<file path="src/rtl/riscv_pkg.sv">
// Shared encodings for the memory access stage: func3 access sizes and FSM states.
package riscv_pkg;

  localparam logic [2:0] F3_LB  = 3'b000;
  localparam logic [2:0] F3_LH  = 3'b001;
  localparam logic [2:0] F3_LW  = 3'b010;
  localparam logic [2:0] F3_LBU = 3'b100;
  localparam logic [2:0] F3_LHU = 3'b101;
  localparam logic [2:0] F3_SB  = 3'b000;
  localparam logic [2:0] F3_SH  = 3'b001;
  localparam logic [2:0] F3_SW  = 3'b010;

  localparam logic [1:0] ST_IDLE   = 2'd0;
  localparam logic [1:0] ST_ACCESS = 2'd1;
  localparam logic [1:0] ST_DONE   = 2'd2;

  typedef enum logic [1:0] {
    SZ_B = 2'd0,
    SZ_H = 2'd1,
    SZ_W = 2'd2
  } size_e;

  // Unsupported encodings fall through to a full-word access.
  function automatic size_e f3_size(input logic [2:0] f3);
    case (f3)
      F3_LB, F3_LBU: return SZ_B;
      F3_LH, F3_LHU: return SZ_H;
      default:       return SZ_W;
    endcase
  endfunction

endpackage

</file>
<file path="src/rtl/load_store_align.sv">
// Combinational lane logic: byte enables, store replication, load extract/extend
// and alignment check for one access.
module load_store_align
  import riscv_pkg::*;
#(
  parameter int XLEN     = 32,
  parameter int BE_WIDTH = 4
) (
  input  logic [2:0]          i_func3,
  input  logic [1:0]          i_lane,
  input  logic [XLEN-1:0]     i_store_data,
  input  logic [XLEN-1:0]     i_read_data,
  output logic [BE_WIDTH-1:0] o_byteen,
  output logic [XLEN-1:0]     o_writedata,
  output logic [XLEN-1:0]     o_load_data,
  output logic                o_misaligned
);

  size_e              w_size;
  logic               w_unsigned;
  logic signed [7:0]  w_byte;
  logic signed [15:0] w_half;

  function automatic logic [XLEN-1:0] ext_byte(input logic signed [7:0] b, input logic zx);
    return zx ? XLEN'($unsigned(b)) : XLEN'(b);
  endfunction

  function automatic logic [XLEN-1:0] ext_half(input logic signed [15:0] h, input logic zx);
    return zx ? XLEN'($unsigned(h)) : XLEN'(h);
  endfunction

  assign w_size     = f3_size(i_func3);
  assign w_unsigned = i_func3[2];
  assign w_byte     = 8'(i_read_data >> {i_lane, 3'b000});
  assign w_half     = i_lane[1] ? i_read_data[XLEN-1:XLEN/2] : i_read_data[XLEN/2-1:0];

  always_comb begin
    o_byteen     = '0;
    o_writedata  = i_store_data;
    o_load_data  = '0;
    o_misaligned = 1'b0;
    case (w_size)
      SZ_B: begin
        o_byteen    = BE_WIDTH'(1) << i_lane;
        o_writedata = {BE_WIDTH{i_store_data[7:0]}};
        o_load_data = ext_byte(w_byte, w_unsigned);
      end
      SZ_H: begin
        o_byteen     = i_lane[1] ? 4'b1100 : 4'b0011;
        o_writedata  = {2{i_store_data[XLEN/2-1:0]}};
        o_load_data  = ext_half(w_half, w_unsigned);
        o_misaligned = i_lane[0];
      end
      default: begin
        o_byteen     = '1;
        o_writedata  = i_store_data;
        o_load_data  = i_read_data;
        o_misaligned = |i_lane;
      end
    endcase
  end

endmodule

</file>
<file path="src/rtl/memory_access_unit.sv">
// MEM stage: runs one load/store at a time against the data cache and stalls the
// pipeline until the busywait handshake completes.
module memory_access_unit
  import riscv_pkg::*;
#(
  parameter int XLEN     = 32,
  parameter int BE_WIDTH = 4
) (
  input  logic                CLK,
  input  logic                RESET,
  input  logic                mem_read,
  input  logic                mem_write,
  input  logic [2:0]          func3,
  input  logic [XLEN-1:0]     address,
  input  logic [XLEN-1:0]     store_data,
  output logic                dmem_read,
  output logic                dmem_write,
  output logic [XLEN-1:0]     dmem_address,
  output logic [XLEN-1:0]     dmem_writedata,
  output logic [BE_WIDTH-1:0] dmem_byteen,
  input  logic [XLEN-1:0]     dmem_readdata,
  input  logic                dmem_busywait,
  output logic [XLEN-1:0]     load_data,
  output logic                load_valid,
  output logic                stall,
  output logic                misaligned
);

  logic [1:0]          r_state;
  logic [XLEN-1:0]     r_addr;
  logic [2:0]          r_func3;
  logic                r_is_store;
  logic                r_mis;
  logic [BE_WIDTH-1:0] r_byteen;
  logic [XLEN-1:0]     r_wdata;
  logic [XLEN-1:0]     r_load_data;

  logic                w_idle;
  logic                w_access;
  logic                w_done;
  logic                w_req;
  logic [2:0]          w_func3;
  logic [1:0]          w_lane;
  logic [BE_WIDTH-1:0] w_byteen;
  logic [XLEN-1:0]     w_wdata;
  logic [XLEN-1:0]     w_load_ext;
  logic                w_mis;

  assign w_idle   = (r_state == ST_IDLE);
  assign w_access = (r_state == ST_ACCESS);
  assign w_done   = (r_state == ST_DONE);
  assign w_req    = mem_read | mem_write;

  // The aligner sees the live request while idle and the captured one afterwards.
  assign w_func3 = w_idle ? func3 : r_func3;
  assign w_lane  = w_idle ? address[1:0] : r_addr[1:0];

  load_store_align #(
    .XLEN     (XLEN),
    .BE_WIDTH (BE_WIDTH)
  ) u_align (
    .i_func3      (w_func3),
    .i_lane       (w_lane),
    .i_store_data (store_data),
    .i_read_data  (dmem_readdata),
    .o_byteen     (w_byteen),
    .o_writedata  (w_wdata),
    .o_load_data  (w_load_ext),
    .o_misaligned (w_mis)
  );

  always_ff @(posedge CLK) begin
    if (RESET) begin
      r_state     <= ST_IDLE;
      r_addr      <= '0;
      r_func3     <= '0;
      r_is_store  <= 1'b0;
      r_mis       <= 1'b0;
      r_byteen    <= '0;
      r_wdata     <= '0;
      r_load_data <= '0;
    end else begin
      case (r_state)
        ST_IDLE: begin
          if (w_req) begin
            r_addr     <= address;
            r_func3    <= func3;
            r_is_store <= mem_write;
            r_mis      <= w_mis;
            r_byteen   <= w_byteen;
            r_wdata    <= w_wdata;
            if (w_mis) begin
              r_load_data <= '0;
              r_state     <= ST_DONE;
            end else begin
              r_state <= ST_ACCESS;
            end
          end
        end
        ST_ACCESS: begin
          if (!dmem_busywait) begin
            if (!r_is_store) r_load_data <= w_load_ext;
            r_state <= ST_DONE;
          end
        end
        ST_DONE: r_state <= ST_IDLE;
        default: r_state <= ST_IDLE;
      endcase
    end
  end

  assign dmem_read      = w_access & ~r_is_store;
  assign dmem_write     = w_access & r_is_store;
  assign dmem_address   = {r_addr[XLEN-1:2], 2'b00};
  assign dmem_writedata = r_wdata;
  assign dmem_byteen    = r_byteen;
  assign load_data      = r_load_data;
  assign load_valid     = w_done & ~r_is_store & ~r_mis;
  assign misaligned     = w_done & r_mis;
  assign stall          = (w_idle & w_req & ~RESET) | w_access;

endmodule

</file>
<file path="config.mk">
export PLATFORM = sky130hd
export DESIGN_NAME = memory_access_unit
export DESIGN_NICKNAME = d
export VERILOG_FILES = /design/src/rtl/riscv_pkg.sv /design/src/rtl/load_store_align.sv /design/src/rtl/memory_access_unit.sv
export SDC_FILE = /design/constraint.sdc
export NUM_CORES = 1
export LEC_CHECK = 0
export ABC_AREA = 1
export BUFFER_PORTS_ARGS = -buffer_cell sky130_fd_sc_hd__clkbuf_2
export CAP_MARGIN = 20
export CORE_UTILIZATION = 40
export CTS_BUF_LIST = sky130_fd_sc_hd__clkbuf_4 sky130_fd_sc_hd__clkbuf_8
export CTS_CLUSTER_DIAMETER = 120
export CTS_CLUSTER_SIZE = 24
export DETAILED_ROUTE_END_ITERATION = 10
export GPL_TIMING_DRIVEN = 0
export PLACE_DENSITY = 0.68
export SYNTH_ARGS = -nofsm -noshare
export SYNTH_HDL_FRONTEND = slang
export SYNTH_SLANG_ARGS = --single-unit
</file>
<file path="constraint.sdc">
create_clock -name CLK -period 2.36 [get_ports CLK]
set_input_delay 0.236 -clock CLK [delete_from_list [all_inputs] [get_ports CLK]]
set_output_delay 0.236 -clock CLK [all_outputs]
set_load 0.01 [all_outputs]
</file>
# Word level (Yosys, flattened, before mapping)
# Index checks and enable logic that the tools add are counted.
# word_totals
reg_bits	107
word_cells	62
input_bits	104
output_inout_bits	105
# op_classes
muxes	20
bitwise_logic	12
n_reduce_logical	10
shifts	2
eq_ne	10
# op_table
operator	n
two-way mux 32 bit	6
one-hot mux 32 bit (2 select lines)	3
>> shifter 32 x 5 -> 8 bit	1
two-way mux 16 bit	1
two-way mux 2 bit	4
one-hot mux 2 bit (2 select lines)	2
one-hot mux 4 bit (2 select lines)	1
bitwise AND 1 bit	7
equality test 3 bit, second input constant	2
OR reduction 2 bit	3
AND reduction 5 bit	1
equality test 2 x 1 -> 1 bit, second input constant	2
zero test 2 bit	2
two-way mux 4 bit	1
inequality test 2 x 1 -> 1 bit, second input constant	2
inequality test 2 bit, second input constant	2
AND reduction 2 bit	2
<< shifter 1 x 2 -> 4 bit, first input constant	1
equality test 3 x 1 -> 1 bit, second input constant	1
zero test 3 bit	1
two-way mux 3 bit	1
NOT 1 bit	3
equality test 2 bit, second input constant	1
OR 1 bit	2
other kinds (2)	2

# Depth between registers and ports, before layout
# logic_depth
depth_word	10
mapped_depth	13
depth_no_buf	12

# By module
# A second synthesis with hierarchy kept.
# unflattened
hier_cells	856
area_unflattened_um2	5559.1
# modules_own_cells
mod	cells_per_inst	area_each_um2	instances	seq_area_each_um2
memory_access_unit	622	4448.0	1	2142.1
load_store_align	234	1111.1	1	0.0

# Worst setup path before layout
# OpenSTA, ideal clock, no wires.
# synth_timing
path_kind	register -> register
start	register r_state[1]
end	register r_load_data[5], in the netlist load_data[5]
required_ns	2.228
t_arrival_ns	1.537
n_path_buf	2
period_less_slack_ns	1.669
setup_slack_ns	0.691
stages_incl_launch_ff	13
setup_ns	0.132
cell_sequence	dfxtp_1 -> nor2_2 -> nand2_1 -> o21ai_2 -> inv_2 -> buf_2 -> nand2_2 -> nand2_2 -> buf_4 -> a21oi_1 -> nand2_1 -> nand2_1 -> a21oi_1
# synth_between
elab_chain_cells	10
elab_cells_between_ends	29
cone_classes	eq/ne (9); shift (1); mux (11); reduce/logical (8)
# synth_rtl
item	line_no	source
from (decl)	memory_access_unit.sv:29	logic [1:0] r_state;
from (signal assigned)	memory_access_unit.sv:74	r_state <= ST_IDLE;
from (signal assigned)	memory_access_unit.sv:94	r_state <= ST_DONE;
from (signal assigned)	memory_access_unit.sv:96	r_state <= ST_ACCESS;
zero test 2 bit	memory_access_unit.sv:49, memory_access_unit.sv:83	
two-way mux 3 bit	memory_access_unit.sv:55	assign w_func3 = w_idle ? func3 : r_func3;
equality test 3 x 1 -> 1 bit (tied with other cells)	riscv_pkg.sv:25	case (f3)
OR reduction 2 bit	riscv_pkg.sv:25	
one-hot mux 2 bit (2 select lines)	riscv_pkg.sv:25	
equality test 2 x 1 -> 1 bit or zero test 2 bit (tied branches)	load_store_align.sv:42	case (w_size)
one-hot mux 32 bit (2 select lines)	load_store_align.sv:42	
two-way mux 32 bit	memory_access_unit.sv:102	if (!r_is_store) r_load_data <= w_load_ext;
two-way mux 32 bit	memory_access_unit.sv:101	if (!dmem_busywait) begin
one-hot mux 32 bit (2 select lines)	memory_access_unit.sv:83	case (r_state)
to (signal assigned)	memory_access_unit.sv:102	
to (decl)	memory_access_unit.sv:36	logic [XLEN-1:0] r_load_data;
# Several ways; a longest one is shown, not always the timed one. The select of a mux whose other input is x is not followed.
# A chain may end at the register's enable or synchronous reset.

# Worst setup path after layout
# layout_timing
start	register r_state[1]
end	output stall
# layout_between
elab_chain_cells	4
elab_cells_between_ends	5
cone_classes	eq/ne (1); bitwise (3); reduce/logical (1)
# layout_rtl
item	line_no	source
zero test 2 bit	memory_access_unit.sv:49	assign w_idle = (r_state == ST_IDLE);
bitwise AND 1 bit (2 in a row)	memory_access_unit.sv:120	assign stall = (w_idle & w_req & ~RESET) | w_access;
OR 1 bit (*)	memory_access_unit.sv:120	
to (decl)	memory_access_unit.sv:25	output logic stall,
# Mark *: on every way between the ends. The rest lies on a longest branch, timed or not.

==> results.txt <==
leak pwr - 3.59 nW
unrepaired setup endpoints after global routing - true
post-synth top area share - 0.407
max-cap violation count - 0
share of cells above drive strength 1 - 0.293
most used routing layer - met2
port bufs - 205
FILL cells - 1363
placed insts - 1155
Final nets - 1098
drt total wl - 16100 um
Cell Area, Synth - 0.00526 sq mm
Post-synth top cells - 177 x nand2_1, 109 x nor2_1, 107 x dfxtp_1
crit end category - output port
via density per instance - 4.70
hold slack - 73.0 ps
CTS buffer count - 9
final hold vios - 0
DR vias - 5505
maximum clock rate - 456 MHz
Core Area - 0.0127 sq mm
Final HPWL DP - 12100 um
post-route clock period utilization - 0.929
Relative slew margins - 0.634
DRT antenna net count - 0
first-pass GRT wire length - 24700 um
number of diodes - 0
initial DRC count - 490
EDFF count, synth - 0
P&R area growth vs syn - 28.3%
clk sink count - 107
worst-case clock buffer depth - 2
M1 GR Usage - 0.324
most frequent cell after synthesis - nand2_1
Synth Flop Type - dfxtp_1
I/O pin total - 209
Tmin final - 2190 ps
CP arrival - 1960 ps
crit path max fanout - 10
total grt overflow - 0
Syn Area/Cell - 6.77 sq um
part of the Yosys area used for sequential elements - 0.407
Tot Pwr - 8.77 mW
drt pass-1 iters - 5
Layout Cells excl Fill - 1171
PwrDens - 1300 mW/mm^2
Post-CTS Hold Fix Bufs - 0
GRT Total Usage - 0.239
Initial Util - 0.414
yosys warns - 0
clk_lat worst skew - 400 ps
Final WS setup - 169 ps
Mapped Cells - 777
Setup violations, final - 0
Startpoint Class - flip-flop
dpl cell area - 0.00651 sq mm
vias in the first global route - 4823
outcome - finished clean
antenna violations before repair - 0
post-synth cell types - 31
Die Footprint - 0.0136 sq mm
synthesized flop and latch total - 107
CP required - 2120 ps
Max rail drop VDD - 0.564 mV
pin count of the biggest net entering global routing - 20
WS Path Type - reg2out
setup bufs post-CTS - 0
die height - 117 um
clk_skew - 12.0 ps
GR Layer Usage met3 - 0.0410
WL/cell - 13.7 um
GPL Wtd Cong - 0.905
fin. max-slew vios - 0
Finished Cell Area - 0.00675 sq mm
row cnt - 41
CTS HTree Levels - 3
Root Driver - clkbuf_8
Die Width - 117 um
Setup WS pre-CTS - 283 ps
GR Util met2 - 0.377
DRC - 0
Hold Path Class - in2reg
ys async rst share - 0
CTS tree - done
top cells by area, synth - dfxtp_1 41%, nand2_1 13%, o21ai_0 8.7%
Tightest Pin Transition - 549 ps
leading area contributor after synthesis - dfxtp_1
Clock transition at path regs - 110 ps
## registers in the layout, summed over array words and instances (netlist names)
signal,count
dmem_byteen,4
dmem_writedata,32
load_data,32
r_addr,32
r_func3,3
r_is_store,1
r_mis,1
r_state,2
## cell families after synthesis
| logic type | Yosys count | synth area share |
|---|---|---|
| DFF | 107 | 0.407 |
| other | 1 | 0.000713 |
| AOI/OAI and AO/OA | 179 | 0.190 |
| and+or+nand+nor | 326 | 0.255 |
| buffers and inverters | 164 | 0.147 |
## cell type report
cell class | count | area, sq um | share of cell area
multi-input cells | 507 | 2360 | 0.349
flip-flops and latches | 107 | 2140 | 0.317
repair buffers | 205 | 1030 | 0.152
plain buffers | 77 | 449 | 0.0665
inverters | 87 | 327 | 0.0484
well taps | 172 | 215 | 0.0319
clock buffers | 9 | 124 | 0.0184
clock inverters | 7 | 110 | 0.0163
## worst max-delay path, cell delays in order, from the launching register on
cell and delay (ps):
dfxtp_1 390, nor2_4 260, nand2_2 210, clkbuf_2 280
o21ai_0 230, clkbuf_2 170
## power breakdown
group | switching, mW | total, mW | internal [mW]
clock | 0.710 | 1.33 | 0.620
sequential | 0.312 | 2.71 | 2.40
combinational | 3.01 | 4.73 | 1.72
## repair_timing
| item | CTS | global route |
|---|---|---|
| resized for setup | 2 | 1 |
| endpoints found under the setup margin | 1 | 15 |
| cloned | 0 | 0 |
| endpoints found under the hold margin | 0 | 0 |
## path summary, 6_finish.rpt
kind                             end  cells past startpoint     startpoint  slack, ps
hold reg to reg        load_data[22]                      2  load_data[22]        470
setup reg to reg  dmem_writedata[12]                     10     r_state[1]        250
hold / removal            r_func3[1]                      3       func3[1]         70
setup / recovery               stall                      5     r_state[1]        170
## per-layer routing
metal / vias up / routed length [um]
li1: 2874 / -
met1: 2399 / 7340
met2: 206 / 7320
met3: 26 / 1120
met4: 0 / 319
met5: - / 0
## stage by stage
stage | util | TNS, ps
4_1_cts | 0.530 | 0
3_3_place_gp | 0.512 | 0
6_report | 0.531 | 0
5_1_grt | 0.531 | -39.0
2_1_floorplan | - | 0
3_5_place_dp | 0.512 | 0
## placed cells by master, fill, tap and decap left out, types with 5 or more instances in the layout
cell type | synthesis | final
nand2_2 | 4 | 5
nand2_1 | 177 | 176
o211ai_1 | 19 | 19
clkbuf_8 | 0 | 9
nand3_1 | 23 | 23
o221ai_1 | 5 | 5
inv_1 | 82 | 82
clkbuf_1 | 24 | 23
a21oi_1 | 49 | 49
buf_2 | 13 | 13
clkbuf_2 | 0 | 206
o21ai_0 | 91 | 91
dfxtp_1 | 107 | 107
nor2_1 | 109 | 109
buf_4 | 36 | 36
a211oi_1 | 7 | 7
Note: power is estimated with default switching activity, not from simulation.
